$ cat config.mk
export PLATFORM = sky130hd
export DESIGN_NAME = fetch_stage
export DESIGN_NICKNAME = d
export VERILOG_FILES = /design/src/rtl/fetch_stage.sv
export SDC_FILE = /design/constraint.sdc
export NUM_CORES = 1
export LEC_CHECK = 0
export CELL_PAD_IN_SITES_DETAIL_PLACEMENT = 0
export CELL_PAD_IN_SITES_GLOBAL_PLACEMENT = 1
export CORE_MARGIN = 4
export CORE_UTILIZATION = 30
export CTS_CLUSTER_SIZE = 16
export DETAILED_ROUTE_END_ITERATION = 12
export DONT_BUFFER_PORTS = 1
export GPL_TIMING_DRIVEN = 0
export PLACE_DENSITY_LB_ADDON = 0.1
export SYNTH_ARGS = -nofsm -noshare
export SYNTH_HDL_FRONTEND = slang
export SYNTH_SLANG_ARGS = --single-unit
$ cat constraint.sdc
create_clock -name CLK -period 7.16 [get_ports CLK]
set_input_delay 0.716 -clock CLK [delete_from_list [all_inputs] [get_ports CLK]]
set_output_delay 0.716 -clock CLK [all_outputs]
set_load 0.02 [all_outputs]
$ cat src/rtl/fetch_stage.sv
`timescale 1ns/1ps
// Instruction-fetch stage and IF/ID pipeline register: owns the PC, issues imem reads,
// and holds a one-entry buffer for a word that returns while decode is stalled.
//
// state    | meaning
// ---------+-----------------------------------------------------------
// FETCH    | read request active at pc; latch or buffer on ihit
// BUFFERED | returned word parked in buf_*; waiting for stall to clear
// HALTED   | fetch stopped until reset; all inputs ignored
module fetch_stage #(
    parameter logic [31:0] PC_INIT = 32'h0000_0000
) (
    input  logic        CLK,
    input  logic        RST,
    input  logic        ihit,
    input  logic [31:0] imemload,
    output logic        imemREN,
    output logic [31:0] imemaddr,
    input  logic        stall,
    input  logic        redirect,
    input  logic [31:0] redirect_pc,
    input  logic        halt,
    output logic [31:0] ifid_instr,
    output logic [31:0] ifid_pc,
    output logic [31:0] ifid_npc,
    output logic        ifid_valid,
    output logic        halted
);

    typedef enum logic [1:0] {
        FETCH    = 2'd0,
        BUFFERED = 2'd1,
        HALTED   = 2'd2
    } state_t;

    state_t      state;
    logic [31:0] pc;
    logic [31:0] buf_instr;
    logic [31:0] buf_pc;

    // Request is gated by RST so memory sees no read while the stage is held in reset.
    assign imemREN  = (state == FETCH) && !RST;
    assign imemaddr = pc;
    assign halted   = (state == HALTED);

    always_ff @(posedge CLK or posedge RST) begin
        if (RST) begin
            state      <= FETCH;
            pc         <= PC_INIT;
            buf_instr  <= 32'h0;
            buf_pc     <= 32'h0;
            ifid_instr <= 32'h0;
            ifid_pc    <= 32'h0;
            ifid_npc   <= 32'h0;
            ifid_valid <= 1'b0;
        end else if (state != HALTED) begin
            if (halt) begin
                state      <= HALTED;
                ifid_valid <= 1'b0;
            end else if (redirect) begin
                pc         <= {redirect_pc[31:2], 2'b00};
                ifid_instr <= 32'h0;
                ifid_valid <= 1'b0;
                buf_instr  <= 32'h0;
                buf_pc     <= 32'h0;
                state      <= FETCH;
            end else if (state == FETCH) begin
                if (ihit && !stall) begin
                    ifid_instr <= imemload;
                    ifid_pc    <= pc;
                    ifid_npc   <= pc + 32'd4;
                    ifid_valid <= 1'b1;
                    pc         <= pc + 32'd4;
                end else if (ihit && stall) begin
                    buf_instr <= imemload;
                    buf_pc    <= pc;
                    state     <= BUFFERED;
                end else if (!stall) begin
                    ifid_valid <= 1'b0;
                end
            end else if (!stall) begin
                ifid_instr <= buf_instr;
                ifid_pc    <= buf_pc;
                ifid_npc   <= buf_pc + 32'd4;
                ifid_valid <= 1'b1;
                pc         <= buf_pc + 32'd4;
                state      <= FETCH;
            end
        end
    end

endmodule
* Word level (Yosys, flattened, before mapping)
Cells that the tools add are included.
Word-level totals: bits in registers 195, latch bits 0, RAM bits 0, bits in read-only memories 0, input bits 70, output and inout bits 131, memories kept 0
Cells by class: add/sub/neg operators 2, $mul 0, div/mod/pow operators 0, magnitude comparators 0, equal/unequal tests 12, shifts and indexed selects 0, multiplexer cells 32, bitwise operators 2, reduce and logical (&&, ||, !) cells 13
Operator list (count):
- $mux W32 | 19
- $add A32 B3 Y32 const B | 2
- $mux W2 | 6
- $reduce_and A4 Y1 | 3
- $reduce_and A5 Y1 | 2
- $mux W1 | 7
- $ne A5 B1 Y1 const B | 1
- $ne A5 B5 Y1 const B | 1
- $ne A2 B1 Y1 const B | 2
- $ne A2 B2 Y1 const B | 2
- $ne A4 B1 Y1 const B | 1
- $ne A4 B3 Y1 const B | 1
- $ne A4 B4 Y1 const B | 1
- $reduce_bool A2 Y1 | 2
- $logic_and A1 B1 Y1 | 3
- $ne A3 B1 Y1 const B | 1
- $ne A3 B2 Y1 const B | 1
- $eq A2 B2 Y1 const B | 1
- $logic_not A1 Y1 | 2
- $logic_not A2 Y1 | 1
- $not A1 Y1 | 2

* Logic depth before layout (Yosys ltp)
Gate-level depths: netlist of run 1.
word-level depth 6, gate-level depth with buffers 14, depth with buffers taken out 10

* Worst setup path after synthesis of run 1
No wires, ideal clock.
path type flip-flop to flip-flop, start reg state[1], end reg pc[28], in the netlist imemaddr[28], arrival time 2.908 ns, required time 7.028 ns, slack 4.121 ns, stages on the path, launching flop included 14, buffers on the path 3, clock period less this slack 3.039 ns, cells stage by stage dfrtp_1 buf_6 nor2_2 buf_2 clkbuf_1 nand2_1 nand2_1 ha_1 inv_1 a21oi_1 nand4_2 nor4_2 mux2i_1 nand3_1
On the way: cells in the longest elaborated chain, start to end 3, elaborated cells on any way between the ends 7
Ends and longest elaborated chain:
- start, declared | line 36 | state_t state;
- start signal, assigned | line 48 | state <= FETCH;
- start signal, assigned | line 58 | state <= HALTED;
- start signal, assigned | line 66 | state <= FETCH;
- $logic_not A2 Y1 | line 67 | end else if (state == FETCH) begin
- $ne A3 B2 Y1 (no source line), or another cell as far along
- $reduce_and A4 Y1 (no source line) or $mux W32 (tied branches)
- end signal, assigned | line 61 | pc <= {redirect_pc[31:2], 2'b00};
- end signal, assigned | line 73 | pc <= pc + 32'd4;
- end signal, assigned | line 86 | pc <= buf_pc + 32'd4;
- end, declared | line 37 | logic [31:0] pc;
Several ways; a longest one is shown, not always the timed one. A chain may end at the register's enable or synchronous reset.

* Worst setup path after layout of run 1
start reg state[0], end reg pc[28], in the netlist imemaddr[28]
The elaborated chain is that of the path after synthesis.

==> results of run 1 <==
## cell usage in the layout (no fill, tap or decap), types with 3 or more instances in the layout
cell type / instances
inv_1: 5
o211ai_1: 17
nor2_1: 33
o21ai_0: 127
o21a_1: 3
clkbuf_1: 59
xnor2_1: 6
nand2b_1: 65
nand3_1: 24
o22ai_1: 7
and3_1: 9
clkbuf_8: 5
a21oi_1: 26
or4bb_1: 9
and2_1: 8
buf_1: 4
nor3_1: 3
nand4bb_1: 5
nand4_1: 5
mux2_2: 3
o31ai_1: 34
clkinv_2: 3
a22oi_1: 10
or3b_2: 4
or3_1: 3
buf_2: 11
a222oi_1: 3
a31oi_1: 5
clkbuf_16: 17
diode_2: 6
clkinv_4: 3
dfrtp_1: 193
nand2_1: 203
mux2i_1: 62
xor2_1: 14
## final cells by class
type                            instances  area [um2]  share of cell area [%]
Clock buffer                           23         498                    4.73
Timing Repair Buffer                    1        27.5                   0.262
Tap cell                              396         495                    4.71
Buffer                                 76         314                    2.98
Multi-Input combinational cell        720        4230                    40.2
Antenna cell                            6        15.0                   0.143
Inverter                                6        30.0                   0.285
Clock inverter                          8        78.8                   0.749
Sequential cell                       193        4830                    45.9
## worst max path at each step
| stage | start | slack [ps] | end | depth (start not counted) |
|---|---|---|---|---|
| 2_1_floorplan | RST | 1190 | buf_instr[0] | 1 |
| 3_3_place_gp | RST | -1720 | ifid_npc[19] | 1 |
| 3_5_place_dp | state[0] | 2600 | imemaddr[28] | 13 |
| 4_1_cts | state[0] | 2570 | imemaddr[28] | 13 |
| 5_1_grt | state[0] | 2400 | ifid_npc[28] | 13 |
| 6_report | state[0] | 2650 | imemaddr[28] | 13 |
## sequential cells by signal, indices dropped and copies added (netlist names)
| signal | flops |
|---|---|
| buf_pc | 32 |
| state | 2 |
| ifid_pc | 32 |
| ifid_npc | 30 |
| ifid_valid | 1 |
| ifid_instr | 32 |
| buf_instr | 32 |
| imemaddr | 32 |
## power groups by stage
| stage | clock [uW] | sequential (uW) | combinational (uW) |
|---|---|---|---|
| finish | 975 | 1320 | 159 |
| global route | 1050 | 1330 | 186 |
| CTS | 1010 | 1320 | 163 |
| detailed placement | 0 | 1340 | 163 |
| global placement | 0 | 1340 | 157 |
| floorplan | 0 | 1300 | 121 |
## cell families (layout without fill, tap and decap cells)
family	Yosys count	in the layout	share of synthesized area (%)
xor gates and xnor gates	20	20	1.86
adders and majority gates	1	1	0.133
muxes	65	65	6.96
DFF	193	193	51.4
AOI/OAI and AO/OA	247	247	15.7
buffers and inverters	82	114	3.58
other	0	6	0
and+or+nand+nor	387	387	20.4
## worst max-delay path: cells and delay by family, from the launching register on
| family | cells | cell delay, ps |
|---|---|---|
| AO/OA/AOI/OAI | 1 | 470 |
| adder cells (fa/ha/maj) | 1 | 190 |
| buffers and inverters | 4 | 1420 |
| flip-flops | 1 | 390 |
| multiplexers | 1 | 290 |
| AND/OR/NAND/NOR | 6 | 1600 |
## per-layer routing
| metal | vias to the layer above | global-route usage [%] | wire length (um) |
|---|---|---|---|
| li1 | 3523 | - | - |
| met1 | 3710 | 27.4 | 15600 |
| met2 | 232 | 32.1 | 15900 |
| met3 | 35 | 7.48 | 2880 |
| met4 | 4 | 5.17 | 552 |
| met5 | - | 0 | 26 |
## stage by stage
| stage | hold WS, ps | utilization (%) |
|---|---|---|
| final | 214 | 34.2 |
| after detailed placement | 470 | 32.3 |
| after CTS | 249 | 34.2 |
| after global placement | 462 | 32.2 |
| after floorplan | 449 | - |
| after global routing | 236 | 34.2 |
==> flow_metrics.py, run 1 <==
metrics = {
    "status": {
        "status": "finished, final reports clean",
    },
    "placement": {
        "numPortBuffers": 0,
        "placed_area_um2": 9930,
        "dp_hpwl_um": 25600,
        "gp_congestion": 0.893,
        "place_inst": 1392,
        "pre_cts_slack_ps": 2600,
    },
    "logic_synthesis": {
        "seq_area_frac_synth_pct": 51.4,
        "synth_top_area_cell": "dfrtp_1",
        "synth_edf_count": 0,
        "async_reset_ff_share_pct": 100,
        "syn_inst": 995,
        "yosysMostFrequentCell": "nand2_1",
        "synth_fp_nets": 1066,
        "synth_cell_types": 58,
        "syn_avg_cell_area_um2": 9.45,
        "synthesis.area_um2": 9400,
        "synth-seq-cells": 193,
        "ys.flop_type": "dfrtp_1",
        "yosys_warnings": 0,
        "yosys.area.top_type_share_pct": 51.4,
        "synth_area_leaders": "dfrtp_1 (51%), nand2_1 (8.1%), o21ai_0 (6.8%), mux2i_1 (6.6%), nand2b_1 (4.3%)",
        "ys_top_cells_by_count": "nand2_1 (203), dfrtp_1 (193), o21ai_0 (127), nand2b_1 (65), mux2i_1 (62)",
    },
    "critical_path": {
        "endpoint_kind": "register",
        "path_max_fanout": 10,
        "path_class": "register to register",
        "startpoint_type": "register",
        "arrival_ps": 4840,
        "cp_slowest_stage_delay_ps": 720,
        "timing.rr.start": "state[0]",
        "r2r_slack_ps": 2650,
        "ff2ff_path_depth": 13,
        "cp_cell_sequence": "buf_2 > nor2_2 > buf_2 > clkbuf_1 > nand2_1 > nand2_1 > ha_1 > inv_1 > a21oi_1 > nand4_2 > nor4_2 > mux2i_1 > nand3_1",
        "crit_slowest_cell": "clkbuf_1",
        "rr_endpoint": "imemaddr[28]",
        "critPathRequiredTime_ps": 7490,
    },
    "cts": {
        "cts.sinks": 193,
        "cts_setup_buffers": 0,
        "cts_buffer_depth": 2,
        "clk_latency_ps": 450,
        "post_cts_resized": 0,
        "cts_tree": "done",
        "htree_num_levels": 4,
        "root_buffer": "clkbuf_16",
        "path_clk_slew_ps": 80,
        "cts_buffers": 17,
        "ctsHoldBuffers": 0,
    },
    "sta": {
        "max_freq_mhz": 222,
        "max_slew_margin_pct": 28.6,
        "fin_tns_setup_ps": 0,
        "final_hold_viol_count": 0,
        "tightest_slew_ps": 1060,
        "slew_violations": 0,
        "setup_viol": 0,
        "clock_skew_ps": 13.7,
        "rsz0062_at_grt": "false",
        "setup_slack_ps": 2650,
        "fin_crit_sh_pct": 62.9,
        "min_period_ps": 4510,
    },
    "routing": {
        "vias": 7504,
        "firstDrtPassIters": 5,
        "drc": 0,
        "wl_per_cell_um": 24.5,
        "viasPerCell": 5.25,
        "detail-route-antenna-nets": 0,
        "totalWireLength_um": 35000,
        "drt_iter0_drc": 440,
    },
    "pwr": {
        "p_sw_share_pct": 28.7,
        "p_clk_share_pct": 39.7,
        "power.density_nw_per_um2": 233,
        "pwr-share-seq_pct": 53.8,
        "power.total_uw": 2450,
        "power_leakage_uw": 0.00429,
        "p_int_uw": 1750,
        "vdd_drop_max_mv": 0.165,
        "p_comb_share_pct": 6.5,
        "power.switching_uw": 704,
    },
    "floorplanning": {
        "die_w_um": 185,
        "die_area_um2": 34200,
        "io_pins": 201,
        "placementRows": 64,
        "die_h_um": 185,
        "core-area_um2": 30700,
        "initial_core_util_pct": 30.6,
    },
    "layout": {
        "fin_nets": 1086,
        "fin_area_um2": 10500,
        "fin_cells": 1429,
        "fillCellCount": 3259,
        "layout-drive-gt1-share_pct": 5.84,
        "syn_to_final_growth_pct": 11.9,
    },
    "grt": {
        "first_global_vias": 7785,
        "grt_overflow": 0,
        "grt_max_degree": 101,
        "antenna_found_initial": 5,
        "grt_pass1_wl_um": 52500,
        "grt_usage_pct": 20.6,
    },
    "min_path": {
        "hp-class": "input port to asynchronous set/reset pin",
    },
    "flow_run": {
        "maxCapViolCount": 0,
    },
}
Note: power is estimated with default switching activity, not from simulation.
==> run 2, diff against run 1 <==
==> constraint.sdc (replaced) <==
create_clock -name CLK -period 3.8 [get_ports CLK]
set_input_delay 0.38 -clock CLK [delete_from_list [all_inputs] [get_ports CLK]]
set_output_delay 0.38 -clock CLK [all_outputs]
set_load 0.02 [all_outputs]
==> run 2 against run 1 <==
Critical path depth up 1. Cell area is 1.2% higher. Combinational power up 94%. Register-to-register slack lost 2400 ps. Count of clock-buffer cells in the layout is 4 lower. Sequential power rose by 89%. First-iteration DRC count rose by 7.5%. Clock skew fell by 1.5 ps. Largest power group unchanged. Fmax rose by 26%. Utilization increased by 0.43 points.
==> flow_metrics.py, run 2 (same netlist as run 1, synthesis figures left out) <==
metrics = {
    "status": {
        "status": "finished, final reports clean",
    },
    "cts": {
        "cts_tree": "done",
        "clk_latency_ps": 440,
        "cts_buffer_depth": 2,
        "root_buffer": "clkbuf_16",
        "htree_num_levels": 4,
        "cts.sinks": 193,
        "cts_buffers": 17,
        "cts_setup_buffers": 0,
        "path_clk_slew_ps": 80,
    },
    "pwr": {
        "p_clk_share_pct": 40.0,
        "power.density_nw_per_um2": 438,
        "pwr-share-seq_pct": 53.3,
        "p_sw_share_pct": 28.8,
        "p_comb_share_pct": 6.6,
        "power.total_uw": 4660,
        "p_int_uw": 3320,
        "power_leakage_uw": 0.00433,
        "vdd_drop_max_mv": 0.304,
        "power.switching_uw": 1350,
    },
    "layout": {
        "fin_cells": 1431,
        "final_cell_mix": "nand2_1 (203), dfrtp_1 (193), o21ai_0 (127), nand2b_1 (65), mux2i_1 (62)",
        "fillCellCount": 3292,
        "fin_nets": 1090,
        "syn_to_final_growth_pct": 13.3,
        "final_common_cell": "nand2_1",
        "fin_util_pct": 34.6,
        "layout-drive-gt1-share_pct": 6.69,
    },
    "sta": {
        "min_period_ps": 3580,
        "max_slew_margin_pct": 26.3,
        "setup_slack_ps": 219,
        "slew_violations": 0,
        "tightest_slew_ps": 1100,
        "rsz0062_at_grt": "false",
        "clock_skew_ps": 12.2,
        "setup_viol": 0,
        "max_freq_mhz": 279,
        "fin_crit_sh_pct": 94.2,
        "final_hold_viol_count": 0,
    },
    "routing": {
        "wl_met1_um": 15400,
        "drt_iter0_drc": 473,
        "wl_met3_um": 2580,
        "firstDrtPassIters": 7,
        "viasPerCell": 5.26,
        "top_layer": "met4",
        "detail-route-antenna-nets": 0,
        "totalWireLength_um": 34700,
        "vias": 7527,
        "drc": 0,
        "wl_per_cell_um": 24.2,
        "met2WireLength_um": 16200,
    },
    "critical_path": {
        "critPathRequiredTime_ps": 4120,
        "startpoint_type": "register",
        "ff2ff_path_depth": 14,
        "r2r_slack_ps": 220,
        "rr_endpoint": "imemaddr[28]",
        "endpoint_kind": "register",
        "timing.rr.start": "state[0]",
        "arrival_ps": 3900,
        "crit_start": "state[0]",
        "path_class": "register to register",
        "path_max_fanout": 10,
    },
    "floorplanning": {
        "core-area_um2": 30700,
        "die_h_um": 185,
        "placementRows": 64,
        "initial_core_util_pct": 30.6,
        "die_w_um": 185,
        "die_area_um2": 34200,
        "io_pins": 201,
    },
    "grt": {
        "grt_pass1_wl_um": 53000,
        "antenna_found_initial": 2,
        "grt_overflow": 0,
        "grt_usage_pct": 20.6,
        "grt_max_degree": 38,
        "first_global_vias": 7954,
    },
    "placement": {
        "numPortBuffers": 0,
        "gp_congestion": 0.880,
        "pre_cts_slack_ps": -735,
        "place_inst": 1396,
        "dp_hpwl_um": 26100,
    },
    "min_path": {
        "hold_end": "state[1]",
        "hp-class": "input port to register",
        "min_from": "halt",
        "holdPathStages": 1,
    },
    "flow_run": {
        "maxCapViolCount": 0,
    },
}
## run 2: area by class of cell
cell class	instances	area (um2)	area share [%]
diodes	3	7.51	0.0705
plain buffers	74	315	2.96
clock buffers	19	443	4.16
clock inverters	13	150	1.41
inverters	6	26.3	0.247
multi-input cells	720	4270	40.0
flip-flops and latches	193	4830	45.3
well taps	396	495	4.65
repair buffers	7	120	1.13
## run 2: critical path: stages (launching register included)
cell      delay (ps)
dfrtp_1          370
buf_2            260
clkbuf_4         270
buf_2            270
clkbuf_4         290
o21ai_0          150
and2_1           240
inv_1             70
ha_1             170
inv_1            110
a21oi_4          250
nand4_4          190
nor4_2           420
mux2i_1          290
nand3_1           90
## run 2: what timing repair did
action | in CTS | in global routing
endpoints found under the hold margin | 31 | 0
endpoints found under the setup margin | 24 | 11
hold buffers | 2 | 0
gates resized for setup | 3 | 6
## run 2: power groups by stage
stage / Clock (uW) / Sequential, uW / Combinational [uW]
2_1_floorplan: 0 / 2450 / 229
3_5_place_dp: 0 / 2530 / 314
5_1_grt: 2010 / 2520 / 365
3_3_place_gp: 0 / 2530 / 295
6_report: 1870 / 2490 / 309
4_1_cts: 1940 / 2490 / 316
## run 2: worst max-delay path by stage
stage          slack, ps           end
4_1_cts                4  ifid_npc[30]
6_report             220  imemaddr[28]
5_1_grt               30  ifid_npc[28]
3_3_place_gp        -760  imemaddr[28]
2_1_floorplan        760  imemaddr[28]
3_5_place_dp        -730  imemaddr[28]
## run 2: layer usage
layer | vias to the layer above | GRT usage, %
li1 | 3523 | -
met1 | 3770 | 27.8
met2 | 211 | 32.9
met3 | 23 | 5.95
met4 | 0 | 4.84
met5 | - | 0
## run 2: metrics by stage
step / setup TNS, ps / hold slack (ps) / area (um2)
2_1_floorplan: 0 / 449 / 9400
3_3_place_gp: -111770 / 461 / 9900
3_5_place_dp: -10380 / 458 / 10000
4_1_cts: 0 / 20.5 / 10600
5_1_grt: 0 / 36.8 / 10700
6_report: 0 / 46.1 / 10700
